`config.mk`:
```
export PLATFORM = sky130hd
export DESIGN_NAME = sync_strobe_gen
export DESIGN_NICKNAME = d
export VERILOG_FILES = /design/src/rtl/sync_strobe_gen.sv
export SDC_FILE = /design/constraint.sdc
export NUM_CORES = 1
export LEC_CHECK = 0
export CAP_MARGIN = 25
export CORE_MARGIN = 5
export CORE_UTILIZATION = 55
export CTS_BUF_LIST = sky130_fd_sc_hd__clkbuf_8
export CTS_CLUSTER_SIZE = 8
export DETAILED_ROUTE_END_ITERATION = 7
export PLACE_DENSITY = 0.82
export SYNTH_ARGS = -nofsm -noshare
export SYNTH_HDL_FRONTEND = slang
export SYNTH_SLANG_ARGS = --single-unit
```
`constraint.sdc`:
```
create_clock -name clk -period 22 [get_ports clk]
set_input_delay 2.2 -clock clk [delete_from_list [all_inputs] [get_ports clk]]
set_output_delay 2.2 -clock clk [all_outputs]
set_load 0.1 [all_outputs]
```
`src/rtl/sync_strobe_gen.sv`:
```
// rtl/sync_strobe_gen.sv - eight-channel programmable strobe generator
//
// Purpose: on each accepted sync trigger, drives up to eight pulses on the
// registered out bus, each with its own delay and width in clock cycles.
// Delay/width values are written into shadow registers and copied to the
// active set only when a trigger is accepted.
//
// Ports:
//   clk       system clock
//   rst       synchronous reset, active-high
//   trig      sync trigger, asynchronous to clk; rising edge starts a run
//   abort     synchronous; ends a run immediately without done
//   cfg_we    config write strobe
//   cfg_addr  [3]=0 delay, [3]=1 width; [2:0] channel
//   cfg_data  config write data
//   out       registered strobe bus
//   busy      high while a run is active
//   done      one-cycle pulse at normal run completion
//   ovr       sticky: trigger edge arrived while busy
module sync_strobe_gen #(
  parameter int DLY_W = 16,
  parameter int WID_W = 8
) (
  input  logic        clk,
  input  logic        rst,
  input  logic        trig,
  input  logic        abort,
  input  logic        cfg_we,
  input  logic [3:0]  cfg_addr,
  input  logic [15:0] cfg_data,
  output logic [7:0]  out,
  output logic        busy,
  output logic        done,
  output logic        ovr
);

  // One extra bit so dly+wid never wraps.
  localparam int CW = DLY_W + 1;

  typedef enum logic {IDLE = 1'b0, RUN = 1'b1} state_t;

  state_t            state, state_nxt;
  logic              s1, s2, s3;
  logic              trig_edge;
  logic              accept;
  logic [DLY_W-1:0]  sh_dly  [8];
  logic [WID_W-1:0]  sh_wid  [8];
  logic [DLY_W-1:0]  act_dly [8];
  logic [WID_W-1:0]  act_wid [8];
  logic [CW-1:0]     sh_end  [8];
  logic [CW-1:0]     act_end [8];
  logic [CW-1:0]     cnt;
  logic [CW-1:0]     run_len, run_len_nxt;
  logic [7:0]        out_nxt;
  logic              done_nxt;

  // Trigger synchronizer plus one delay flop for rising-edge detection.
  always_ff @(posedge clk) begin
    if (rst) begin
      s1 <= 1'b0;
      s2 <= 1'b0;
      s3 <= 1'b0;
    end else begin
      s1 <= trig;
      s2 <= s1;
      s3 <= s2;
    end
  end

  assign trig_edge = s2 & ~s3;
  assign accept    = (state == IDLE) && trig_edge;

  // Shadow registers; writable in any state.
  always_ff @(posedge clk) begin
    if (rst) begin
      for (int i = 0; i < 8; i++) begin
        sh_dly[i] <= '0;
        sh_wid[i] <= '0;
      end
    end else if (cfg_we) begin
      if (cfg_addr[3])
        sh_wid[cfg_addr[2:0]] <= cfg_data[WID_W-1:0];
      else
        sh_dly[cfg_addr[2:0]] <= cfg_data[DLY_W-1:0];
    end
  end

  // End points of each channel pulse, at extended width.
  always_comb begin
    for (int i = 0; i < 8; i++) begin
      sh_end[i]  = {1'b0, sh_dly[i]}  + {{(CW-WID_W){1'b0}}, sh_wid[i]};
      act_end[i] = {1'b0, act_dly[i]} + {{(CW-WID_W){1'b0}}, act_wid[i]};
    end
  end

  // Run length from the shadow set: latest end among enabled channels.
  always_comb begin
    run_len_nxt = '0;
    for (int i = 0; i < 8; i++) begin
      if ((sh_wid[i] != '0) && (sh_end[i] > run_len_nxt))
        run_len_nxt = sh_end[i];
    end
  end

  // Active set is captured on accept; the NBA copy picks up the pre-write
  // shadow value, so a write in the accept cycle waits for the next run.
  always_ff @(posedge clk) begin
    if (rst) begin
      for (int i = 0; i < 8; i++) begin
        act_dly[i] <= '0;
        act_wid[i] <= '0;
      end
      run_len <= '0;
    end else if (accept) begin
      for (int i = 0; i < 8; i++) begin
        act_dly[i] <= sh_dly[i];
        act_wid[i] <= sh_wid[i];
      end
      run_len <= run_len_nxt;
    end
  end

  // Run counter: zeroed on accept, advances every RUN cycle.
  always_ff @(posedge clk) begin
    if (rst)
      cnt <= '0;
    else if (accept)
      cnt <= '0;
    else if (state == RUN)
      cnt <= cnt + 1'b1;
  end

  // FSM state register.
  always_ff @(posedge clk) begin
    if (rst)
      state <= IDLE;
    else
      state <= state_nxt;
  end

  // FSM next state.
  always_comb begin
    state_nxt = state;
    case (state)
      IDLE: if (trig_edge) state_nxt = RUN;
      RUN: begin
        if (abort)
          state_nxt = IDLE;
        else if (cnt == run_len)
          state_nxt = IDLE;
      end
      default: state_nxt = IDLE;
    endcase
  end

  // FSM outputs (registered below). Abort suppresses both pulses and done.
  always_comb begin
    out_nxt  = '0;
    done_nxt = 1'b0;
    if ((state == RUN) && !abort) begin
      if (cnt == run_len) begin
        done_nxt = 1'b1;
      end else begin
        for (int i = 0; i < 8; i++)
          out_nxt[i] = (act_wid[i] != '0) &&
                       (cnt >= {1'b0, act_dly[i]}) &&
                       (cnt < act_end[i]);
      end
    end
  end

  always_ff @(posedge clk) begin
    if (rst) begin
      out  <= '0;
      done <= 1'b0;
      ovr  <= 1'b0;
    end else begin
      out  <= out_nxt;
      done <= done_nxt;
      // Edges during a run are dropped, not queued; only flagged.
      if ((state == RUN) && trig_edge)
        ovr <= 1'b1;
    end
  end

  assign busy = (state == RUN);

endmodule

```
==> results.md, run 1 <==
- Status: finished clean
- Ys async rst share: 0%
- Final setup vio count: 0
- CP dominant cell by count: o21a_1
- RSZ-0062 raised after global routing: false
- Layout area overhead: 8.825%
- Commonest cells after routing, fill and taps aside: 500 x ha_1, 384 x edfxtp_1, 347 x and2_1
- Slew @ Worst Pin: roughly 1.1 ns
- Routed WL: slightly below 100,000 µm
- # clock sinks: between 400 and 500
- Clk buf depth: 3
- Worst Setup End Kind: flip-flop
- DRT iter0 DRCs: about 3,200
- Reg-to-reg setup timing slack: between 1 and 1.5 ns
- Hold WS: 0.4175 ns
- Filler cells: 4,956
- Slew Limit Fails: 0
- Overall Power: 4.107 mW
- Share of the synthesized area in the top cell type: 33.96%
- Detailed placement HPWL: about 73,000 µm
- Share of cells above drive strength 1: about 5.9%
- Std-Cell Rows: 91
- Most common cell after layout, fill and taps aside: ha_1
- Routability cong.: between 1 and 1.5
- CP startpoint kind: flip-flop
- R2r worst-path depth: ~80
- Post-Syn Area per Cell: about 10 µm²
- Initial Utilization: a little under three fifths
- Syn_nets: 3,948
- Clock H-tree levels: 3
- Die H: 258.5 µm
- Post-route ant nets: 0
- Synthesized area: roughly 34,000 µm²
- Vias per cell: around 6.2
- Vias in the first global route: roughly 26,000
- Pleak: roughly 17 nW
- Area of the core: 61,480 µm²
- Relative slew margins: a little over a quarter
- Unique masters post-synth: 86
- Clock insertion delay at the later pin of the skew report: just under 0.7 ns
- Hold path cells: 1
- Worst Hold Launch: s1
- Cells after Synth: between 3,000 and 4,000
- DRC Markers: 0
- Clock root buffer: clkbuf_8
- Port Buffer Count: 35
- VDD IR-drop max: 0.1469 mV
- Crit path kind: reg -> reg
- Setup TNS: 0 ns
- Synthesis Warnings: 0
- Final hold violations: 0
- Hold worst-path end: s2
- Cell taking the most area after synthesis: edfxtp_1
- Worst path slowest cell: a221oi_4
- Post-CTS Resized: 0
- EDFF count, synth: ~380
- Register area share after synthesis: 36.79%
- Clock-pin slew on the worst setup and hold paths: about 0.08 ns
- CP max stage delay: about 0.88 ns
- RR Startpoint: sh_wid[0][0]
- Full die area: 66,810 µm²
- Critical Path RT: 22.57 ns
- Number of max-cap violations: 0
- Area contributors post-synth: edfxtp_1 34%, ha_1 18%, and2_1 6.4%
- CP Max Fanout: 25
- Drt pass-1 iters: 6
- Cts hold-fix bufs: 0
- First-pass GRT wire length: roughly 150,000 µm
- Largest net degree at the start of global routing: approximately 140
- Minimum clock period: between 20 and 25 ns
- Final period util: 93.31%
- Final clock skew: between 0.04 and 0.05 ns
- CP arrival: 21.10 ns
- Seq cells post-synth: ~430
- DR vias: between 20,000 and 30,000
- Num ports: 36
- Hold Path Class: reg -> reg
- GRT Util Overall: 28.70%
- Max frequency: roughly 49 MHz
- Die width: approximately 260 µm
- Number of nets in the layout: 4,039
- Gr ovfl total: 0
- Drt wl/cell: between 20 and 25 µm
- Post-CTS setup buffers: 0
- Num CTS Buffers: 76
- Initial antenna violation count: 6
- Predominant post-synthesis flop cell: edfxtp_1
- CTS tree: done
- Reg2reg end: run_len[10]
- Power density cells: around 110 nW/µm²
state kept, by name, indices dropped and copies added (netlist names):
name / count
act_dly: 128
sh_dly: 128
act_wid: 64
sh_wid: 64
cnt: 17
run_len: 17
out: 8
busy: 1
done: 1
ovr: 1
s1: 1
s2: 1
s3: 1
power breakdown:
part	internal (mW)	switching, mW	total (mW)
combinational	0.900	1.48	2.38
clock	0.393	0.343	0.737
sequential	0.946	0.0447	0.991
total	2.24	1.87	4.11
metal layers:
metal	track usage, %	share of wire [%]	up-vias
li1	-	-	12520
met1	39.81	42	12790
met2	44.56	44	1228
met3	6.723	10	235
met4	9.886	3.6	4
met5	0	0.027	-
cell families after synthesis:
| kind of cell | after synthesis | synth area share [%] |
|---|---|---|
| XOR/XNOR | 253 | 6.548 |
| AND/OR/NAND/NOR | 1117 | 18.25 |
| flip-flops | 432 | 36.79 |
| multiplexers | 43 | 1.312 |
| AO/OA/AOI/OAI | 715 | 14.03 |
| adder cells (fa/ha/maj) | 516 | 19.37 |
| buffers and inverters | 331 | 3.699 |
worst max-delay path: cells and delay by family (launching register included):
kind / cells / cell delay, ns
flops: 1 / 0.41
mux: 4 / 1.18
compound gates: 41 / 9.95
fa+ha+maj: 9 / 2.83
xor+xnor: 1 / 0.17
simple gates: 22 / 5.53
buf+inv: 4 / 0.30
how the worst max path moves through the flow:
stage | start | endpoint | slack (ns) | cells past startpoint
4_1_cts | sh_wid[0][0] | run_len[2] | 2.06 | 82
2_1_floorplan | sh_wid[0][0] | run_len[15] | 3.78 | 91
3_5_place_dp | sh_wid[0][0] | run_len[10] | 2.14 | 81
3_3_place_gp | sh_wid[0][0] | run_len[2] | 2.55 | 83
6_report | sh_wid[0][0] | run_len[10] | 1.47 | 81
5_1_grt | sh_wid[0][0] | run_len[8] | 0.37 | 83
area by class of cell:
type / instances / area, µm² / area share (%)
multi-input cells: 2644 / 20220 / 54.71
flip-flops and latches: 432 / 12490 / 33.81
clock buffers: 83 / 1142 / 3.091
well taps: 790 / 988.4 / 2.675
inverters: 260 / 983.4 / 2.661
repair buffers: 84 / 793.3 / 2.147
clock inverters: 50 / 320.3 / 0.8668
diodes: 5 / 12.51 / 0.03386
cell usage after synthesis, types with 64 or more instances:
cell type / instances
a21o_1: 150
a21oi_1: 182
and2_1: 347
clkbuf_1: 65
edfxtp_1: 384
ha_1: 500
inv_1: 258
nand2_1: 127
nand3_1: 70
nand4_1: 64
nor2_1: 172
nor2b_1: 96
o21ai_0: 104
xnor2_1: 195
through the flow:
step	cells	util, %	cell area (µm²)	setup slack, ns
global placement	4205	57.51	35360	2.547
global route	4344	60.09	36940	0.3740
detailed placement	4208	57.65	35440	2.138
floorplan	3407	-	33960	3.777
CTS	4341	60.03	36910	2.064
finish	4348	60.10	36950	1.472
Power figures use the tool's default switching activity.
==> run 2: changes to the inputs <==
- CORE_MARGIN: 5 -> 1.5
==> run 2 against run 1 <==
Net effect: combinational power about the same; maximum frequency increased by 0.16%; critical path depth increased by 2; sequential power about the same; wire length about the same; clock power decreased by 3.8%; die area decreased by 5.3%; utilization increased by 0.66 points; worst setup slack improved by 0.032 ns; worst hold slack improved by 0.048 ns; global-route usage increased by 2.2 points; critical endpoint unchanged; largest cell class unchanged; largest power group unchanged.
==> results.md, run 2 (synthesis results as in run 1) <==
- Sw frac: 46.31%
- Buffer and inverter count on the worst path: 4
- Clock root buffer: clkbuf_8
- Num CTS Buffers: 76
- Clock power frac: between 15 and 20%
- Largest net degree at the start of global routing: 133
- Worst path slowest cell: a221oi_4
- CP Max Fanout: 25
- Num ports: 36
- Pleak: 16.48 nW
- Clock insertion delay at the later pin of the skew report: around 0.66 ns
- Die width: 251.5 µm
- Routability cong.: 1.012
- Combinational power share: around three fifths
- Clock H-tree levels: 3
- Routed WL: a little under 100,000 µm
- Post-CTS setup buffers: 0
- Post-CTS Resized: 0
- Std-Cell Rows: 90
- CP arrival: around 21 ns
- Place WS: 2.083 ns
- Power density cells: between 100 and 150 nW/µm²
- Cts hold-fix bufs: 0
- Regs by FF count: act_dly (128), sh_dly (128)
- Die H: about 250 µm
- Full die area: approximately 63,000 µm²
- Clk buf depth: 3
- Final period util: between 90 and 100%
- Clock-pin slew on the worst setup and hold paths: around 0.060 ns
- CP dominant cell by count: o21a_1
- Area of the core: ~61,000 µm²
- Initial Utilization: between 50% and 60%
- Share of cells above drive strength 1: 5.820%
- Detailed placement HPWL: between 70,000 and 80,000 µm
- Minimum clock period: 20.50 ns
- Number of max-cap violations: 0
- Drt pass-1 iters: 8
- RSZ-0062 raised after global routing: false
- Filler cells: around 4,900
- Initial antenna violation count: 6
- Critical Path RT: around 23 ns
- DR vias: 26,870
- CP max stage delay: slightly below 0.9 ns
- Multi-input logic area: just over 20,000 µm²
- DRC Markers: 0
- Layout area overhead: 8.611%
- Vias in the first global route: approximately 25,000
- Port Buffer Count: 35
- # clock sinks: around 430
- GRT Util Overall: between 30% and 40%
- Post-route ant nets: 0
- Status: finished clean
- Gr ovfl total: 0
- CP startpoint kind: flip-flop
- Sequential power share: ~24%
- Seq. cell area: between 10,000 and 15,000 µm²
- Slew Limit Fails: 0
- Drt wl/cell: 22.64 µm
- Vias per cell: ~6.2
- Slew @ Worst Pin: approximately 1.1 ns
- Final setup vio count: 0
- Final hold violations: 0
- Most common cell after layout, fill and taps aside: ha_1
- Hold WS: 0.4651 ns
- Internal: between 2 and 2.5 mW
- CTS tree: done
- Relative slew margins: around 28%
- VDD IR-drop max: about 0.16 mV
- Number of nets in the layout: slightly above 4,000
- Largest delay share family, worst path: compound AO/OA/AOI/OAI gates
- Hold Path Class: reg -> reg
- Setup TNS: 0 ns
- Commonest cells after routing, fill and taps aside: 500 x ha_1, 384 x edfxtp_1, 347 x and2_1
- Max frequency: approximately 50 MHz
- Final clock skew: between 0.02 and 0.03 ns
- Worst Setup End Kind: flip-flop
- Worst setup margin: approximately 1.5 ns
- Psw: about 1.9 mW
- DRT iter0 DRCs: about 3,000
- First-pass GRT wire length: between 100,000 and 150,000 µm
- Crit path kind: reg -> reg
[run 2: cell count changes in the layout (fill, tap and decap cells not counted), moves of 2 or more]
cell / change
clkinv_1: +3
bufinv_16: -2
clkbuf_8: -4
buf_2: +2
buf_4: -4
clkinvlp_4: +5
inv_1: +2
[run 2: routing by layer]
layer  up-vias  GRT usage [%]  share of wire, %
met5         -              0             0.013
met4         2          12.81               3.8
met3       245          6.696                12
met2      1369          45.48                42
met1     12720          44.13                43
li1      12530              -                 -
[run 2: per-stage QoR]
| stage | area (µm²) | power, mW | instances | utilization, % |
|---|---|---|---|---|
| finish | 36880 | 4.112 | 4343 | 60.76 |
| global route | 36870 | 4.354 | 4340 | 60.75 |
| CTS | 36800 | 4.022 | 4335 | 60.63 |
| detailed placement | 35390 | 3.314 | 4197 | 58.30 |
| global placement | 35330 | 3.312 | 4194 | 58.20 |
| floorplan | 33960 | 2.709 | 3407 | - |
[run 2: area by class of cell]
cell class | instances | area share (%)
flip-flops and latches | 432 | 33.87
diodes | 4 | 0.02714
well taps | 782 | 2.653
inverters | 260 | 2.666
repair buffers | 83 | 2.127
multi-input cells | 2644 | 54.82
clock inverters | 59 | 0.8820
clock buffers | 79 | 2.948
[run 2: worst reg2reg max path, delay by kind of cell (launching register included)]
family / cells / cell delay (ns)
DFF: 1 / 0.41
AOI/OAI and AO/OA: 43 / 10.27
and+or+nand+nor: 22 / 5.24
buffers and inverters: 4 / 0.32
adders and majority gates: 9 / 2.75
muxes: 4 / 1.22
xor gates and xnor gates: 1 / 0.18
[run 2: path summary, 6_finish.rpt]
check	from	end	slack (ns)	cells after the start
setup / recovery	sh_wid[0][0]	run_len[10]	1.50	83
hold / removal	s1	s2	0.47	1
setup reg to reg	sh_wid[0][0]	run_len[10]	1.50	83
hold reg to reg	s1	s2	0.47	1
[run 2: power groups by stage]
stage          Clock [mW]  Combinational (mW)  Sequential (mW)
2_1_floorplan           0                1.72            0.994
3_3_place_gp            0                2.31             1.00
3_5_place_dp            0                2.31             1.01
4_1_cts             0.708                2.32            0.989
5_1_grt             0.746                2.61            0.996
6_report            0.709                2.41            0.992
